## config.mk

```make
export PLATFORM = sky130hd
export DESIGN_NAME = xcel_mult_responder
export DESIGN_NICKNAME = d
export VERILOG_FILES = /design/src/rtl/xcel_mult_responder.sv
export SDC_FILE = /design/constraint.sdc
export NUM_CORES = 1
export LEC_CHECK = 0
export ABC_AREA = 1
export BUFFER_PORTS_ARGS = -buffer_cell sky130_fd_sc_hd__buf_2
export CAP_MARGIN = 15
export CORE_MARGIN = 1.5
export CORE_UTILIZATION = 61
export CTS_CLUSTER_SIZE = 16
export DETAILED_ROUTE_END_ITERATION = 16
export HOLD_SLACK_MARGIN = 0.08
export PLACE_DENSITY = 0.9
export RECOVER_POWER = 100
export SLEW_MARGIN = 25
export SYNTH_ARGS = -nofsm -noshare
export SYNTH_HDL_FRONTEND = slang
export SYNTH_SLANG_ARGS = --single-unit
```

## constraint.sdc

```tcl
create_clock -name clk -period 4.2 [get_ports clk]
set_input_delay 0.21 -clock clk [delete_from_list [all_inputs] [get_ports clk]]
set_output_delay 0.21 -clock clk [all_outputs]
set_load 0.02 [all_outputs]
```

## src/rtl/xcel_mult_responder.sv

```systemverilog
// Accelerator-side responder for the xcel val/rdy interface: three operand/result
// registers and an iterative 32-cycle shift-add multiplier started by a write to addr 0.
module xcel_mult_responder (
  input  logic        clk,
  input  logic        reset,
  input  logic [45:0] xcel_reqstream_msg,
  input  logic        xcel_reqstream_val,
  output logic        xcel_reqstream_rdy,
  output logic [40:0] xcel_respstream_msg,
  output logic        xcel_respstream_val,
  input  logic        xcel_respstream_rdy
);

  typedef enum logic [1:0] {
    IDLE = 2'd0,
    CALC = 2'd1,
    RESP = 2'd2
  } state_t;

  state_t      state_r;
  state_t      state_next_s;

  logic [31:0] xr1_r;
  logic [31:0] xr2_r;
  logic [31:0] result_r;
  logic [31:0] mcand_r;
  logic [31:0] mplier_r;
  logic [31:0] acc_r;
  logic [31:0] acc_next_s;
  logic [4:0]  cnt_r;
  logic [7:0]  go_opaque_r;

  logic        req_rdy_r;
  logic        resp_val_r;
  logic [40:0] resp_msg_r;
  logic [40:0] resp_msg_next_s;

  logic [7:0]  req_opaque_s;
  logic        req_type_s;
  logic [4:0]  req_addr_s;
  logic [31:0] req_data_s;
  logic        req_xfer_s;
  logic        req_go_s;
  logic        calc_done_s;
  logic [31:0] read_data_s;

  // Register-file read port: addr 0 is the result, 1/2 the operands, anything else reads 0.
  function automatic logic [31:0] read_mux(input logic [4:0]  addr,
                                           input logic [31:0] r0,
                                           input logic [31:0] r1,
                                           input logic [31:0] r2);
    case (addr)
      5'd0:    read_mux = r0;
      5'd1:    read_mux = r1;
      5'd2:    read_mux = r2;
      default: read_mux = 32'd0;
    endcase
  endfunction

  assign req_opaque_s = xcel_reqstream_msg[45:38];
  assign req_type_s   = xcel_reqstream_msg[37];
  assign req_addr_s   = xcel_reqstream_msg[36:32];
  assign req_data_s   = xcel_reqstream_msg[31:0];

  assign req_xfer_s   = xcel_reqstream_val && req_rdy_r;
  assign req_go_s     = req_type_s && (req_addr_s == 5'd0);
  assign calc_done_s  = (state_r == CALC) && (cnt_r == 5'd31);
  assign acc_next_s   = acc_r + (mplier_r[0] ? mcand_r : 32'd0);
  assign read_data_s  = read_mux(req_addr_s, result_r, xr1_r, xr2_r);

  assign xcel_reqstream_rdy  = req_rdy_r;
  assign xcel_respstream_val = resp_val_r;
  assign xcel_respstream_msg = resp_msg_r;

  // Next-state and next response message; the message is zero in every state but RESP.
  always_comb begin
    state_next_s    = state_r;
    resp_msg_next_s = 41'd0;
    case (state_r)
      IDLE: begin
        if (req_xfer_s && req_go_s) begin
          state_next_s = CALC;
        end else if (req_xfer_s) begin
          state_next_s    = RESP;
          resp_msg_next_s = {req_opaque_s, req_type_s,
                             (req_type_s ? 32'd0 : read_data_s)};
        end else begin
          state_next_s = IDLE;
        end
      end
      CALC: begin
        if (calc_done_s) begin
          state_next_s    = RESP;
          resp_msg_next_s = {go_opaque_r, 1'b1, 32'd0};
        end else begin
          state_next_s = CALC;
        end
      end
      RESP: begin
        if (xcel_respstream_rdy) begin
          state_next_s = IDLE;
        end else begin
          state_next_s    = RESP;
          resp_msg_next_s = resp_msg_r;
        end
      end
      default: begin
        state_next_s = IDLE;
      end
    endcase
  end

  // State register and registered handshake outputs, derived from the next state.
  always_ff @(posedge clk) begin
    if (reset) begin
      state_r    <= IDLE;
      req_rdy_r  <= 1'b1;
      resp_val_r <= 1'b0;
      resp_msg_r <= 41'd0;
    end else begin
      state_r    <= state_next_s;
      req_rdy_r  <= (state_next_s == IDLE);
      resp_val_r <= (state_next_s == RESP);
      resp_msg_r <= resp_msg_next_s;
    end
  end

  // Architectural registers xr1/xr2; writes to any other nonzero address are dropped.
  always_ff @(posedge clk) begin
    if (reset) begin
      xr1_r <= 32'd0;
      xr2_r <= 32'd0;
    end else if (req_xfer_s && req_type_s) begin
      case (req_addr_s)
        5'd1:    xr1_r <= req_data_s;
        5'd2:    xr2_r <= req_data_s;
        default: begin
          xr1_r <= xr1_r;
          xr2_r <= xr2_r;
        end
      endcase
    end
  end

  // Shift-add multiplier: operands latched at go, one multiplier bit per CALC cycle, LSB first.
  always_ff @(posedge clk) begin
    if (reset) begin
      mcand_r     <= 32'd0;
      mplier_r    <= 32'd0;
      acc_r       <= 32'd0;
      cnt_r       <= 5'd0;
      result_r    <= 32'd0;
      go_opaque_r <= 8'd0;
    end else if (req_xfer_s && req_go_s) begin
      mcand_r     <= xr1_r;
      mplier_r    <= xr2_r;
      acc_r       <= 32'd0;
      cnt_r       <= 5'd0;
      go_opaque_r <= req_opaque_s;
    end else if (state_r == CALC) begin
      mcand_r  <= {mcand_r[30:0], 1'b0};
      mplier_r <= {1'b0, mplier_r[31:1]};
      acc_r    <= acc_next_s;
      cnt_r    <= cnt_r + 5'd1;
      if (calc_done_s) begin
        result_r <= acc_next_s;
      end
    end
  end

endmodule

```

==> summary.txt <==
Run status
  – Status: finished with violations
  – Failing checks: max-capacitance violations, max-slew violations

Global route
  – First-pass GRT wire length: 59900 um
  – Initial antenna violation count: 1
  – Largest net degree at the start of global routing: 67
  – Vias in the first global route: 12200
  – Global Route Usage Sum: 0.339
  – Grt ovf: 0

Yosys
  – Cell variety after synth: 39
  – Yosys reg bits: 250
  – Syn nets: 2018
  – Synth warnings: 0
  – Sequential fraction of the synthesis area: 0.393
  – Syn avg cell area: 6.59 um2
  – Cells after Synth: 1934
  – Syn Std Cell Area: 0.0127 mm2

Finish
  – Area of the multi-input gates: 0.00614 mm2
  – Most frequent cells in the layout: nand2_1, inv_1, dfxtp_1
  – Commonest non-fill, non-tap cell in the layout: nand2_1
  – FILL cells: 1636
  – Layout cell share with drive strength beyond 1: 0.0539
  – Synth-to-Final Area Change: 12.2%
  – Layout net count: 2094
  – Reg area: 0.00500 mm2
  – Final Non-Filler Cells: 2294

Setup path
  – Startpoint types: flop
  – Worst EP arrival: 3850 ps
  – WP data required: 4650 ps
  – Worst setup EP type: flop
  – Critical-path maximum fanout: 65
  – Setup CP Type: reg -> reg

Clock network
  – Clk Latency, worst-skew pair: 540 ps
  – CTS tree: built
  – CTS resizes: 0
  – CTS clk-pin slew, worst paths: 60 ps
  – Sink Count: 250
  – CTS buffer count: 25
  – Htree depth: 1
  – Clock Path Buffers: 3
  – Post CTS Setup Buffer Count: 0
  – Clock root buffer master: clkbuf_16

Die
  – Starting density of the core: 0.626
  – Die area: 0.0218 mm2
  – Boundary Pins: 93
  – Total core area: 0.0204 mm2
  – DIE HEIGHT: 148 um
  – Die W: 148 um
  – # rows: 52

Timing
  – Tcrit/Tclk final: 0.809
  – Worst-margin pin slew: 1820 ps
  – Setup WS post-layout: 804 ps
  – Final Hold Viols: 0
  – Final min period: 3400 ps
  – Max Transition Viols Final: 144
  – Headroom to the max-slew limit: -0.214
  – Setup TNS: 0 ps
  – Final hold slack: 193 ps
  – Setup-failing EPs final: 0
  – Clock Skew: 30.7 ps
  – RSZ-0062 raised after global routing: false
  – Maximum clock rate: 0.294 GHz

Place
  – Cell count after placement: 2211
  – Post-DP HPWL: 24800 um
  – # port buffers: 92
  – Place WS: 1340 ps
  – Final Wtd Congestion: 0.975

Routing
  – Number of vias per cell: 5.77
  – ANT nets after route: 0
  – Vias: 13200
  – Remaining DRCs: 0
  – Iteration-0 DRC Markers: 1484
  – DR WL/cell: 16.7 um
  – Final WL: 38200 um
  – 1st-pass router iterations: 7

Power
  – Leak: 6.54 nW
  – Sequential share of power: 0.498
  – Internal power: 3.73 mW
  – Logic pwr share: 0.044
  – Sw frac: 0.225
  – Clock share of power: 0.458
  – Total power per unit cell area: 336 mW/mm2
  – Max rail drop VDD: 307 uV
  – P_sw: 1.08 mW
  – PnR Total Power: 4.81 mW

Run
  – Max-cap violation count: 3

Worst hold path
  – Hold crit path type: in -> reg
-- critical path, cell delays in order, from the launching register on --
cell      delay (ps)
dfxtp_1          410
inv_2             90
nor2_8           410
clkbuf_2        1100
inv_2            590
nor3_1           390
a221oi_1         110
nor2_1           140
-- layout make-up --
class | count | share of cell area
diodes | 1 | 0.000175
clock buffers | 35 | 0.0513
clock inverters | 5 | 0.00403
inverters | 289 | 0.0759
multi-input cells | 1298 | 0.430
flip-flops and latches | 250 | 0.350
well taps | 270 | 0.0236
repair buffers | 146 | 0.0653
-- registers in the layout, indices dropped and copies added (netlist names) --
register	count
mplier_r	32
mcand_r	32
xcel_respstream_msg	41
xcel_reqstream_rdy	1
cnt_r	5
xr1_r	32
go_opaque_r	8
acc_r	32
result_r	32
xr2_r	32
xcel_respstream_val	1
state_r	2
-- cells by family (layout without fill, tap and decap cells) --
kind of cell	after synthesis	in the layout	share of synthesized area
and+or+nand+nor	903	903	0.287
xor gates and xnor gates	18	18	0.0124
AOI/OAI and AO/OA	343	343	0.151
DFF	250	250	0.393
other	0	1	0
buffers and inverters	386	475	0.122
adders and majority gates	34	34	0.0340
-- layer usage --
layer  share of wire  track usage  vias to the layer above
li1                -            -                     6250
met1            0.38        0.409                     5986
met2            0.47        0.579                      787
met3           0.083       0.0404                      203
met4           0.065        0.205                        0
met5               0            0                        -
-- what timing repair did --
action,4_1_cts,5_1_grt
setup endpoints to repair,0,0
endpoints found under the hold margin,82,0
hold buffers,42,0
-- through the flow --
stage                util  area (um2)
floorplan               -       12700
global placement    0.646       13100
detailed placement  0.648       13200
CTS                 0.707       14400
global route        0.702       14300
finish              0.702       14300
-- cells in the mapped netlist (all sizes together) --
cell type  count  area [um2]
a21oi        125         629
nor2         228         921
nor3          16        85.1
o221ai        14         123
fa             1        20.0
xor2          12         105
o22ai          1        6.26
o21ai        128         641
clkinv         2        7.51
o21bai         3        22.5
and2           1        6.26
ha            33         413
a21o           4        30.0
nand2        548        2060
nand4          3        33.8
clkbuf        48         180
nand3b         1        7.51
a31oi         38         238
inv          287        1080
a221oi        12         105
buf           49         295
dfxtp        250        5000
xnor2          6        52.6
nand3        105         538
o211ai        18         135
and3           1        6.26
-- power groups by stage --
stage / sequential, mW / clock [mW] / combinational [mW]
floorplan: 2.45 / 0 / 0.0979
global placement: 2.45 / 0 / 0.167
detailed placement: 2.45 / 0 / 0.173
CTS: 2.40 / 2.18 / 0.206
global route: 2.40 / 2.28 / 0.225
finish: 2.40 / 2.20 / 0.211
-- worst paths after layout --
check                                              from                      end  cells after the start  slack [ps]
worst min register to register  xcel_respstream_msg[29]  xcel_respstream_msg[29]                      2         460
worst min-delay path                xcel_respstream_rdy   xcel_respstream_msg[2]                      4         190
worst max-delay path                         state_r[0]              mcand_r[12]                      7         800
worst max register to register               state_r[0]              mcand_r[12]                      7         800
(Power assumes the default switching activity.)
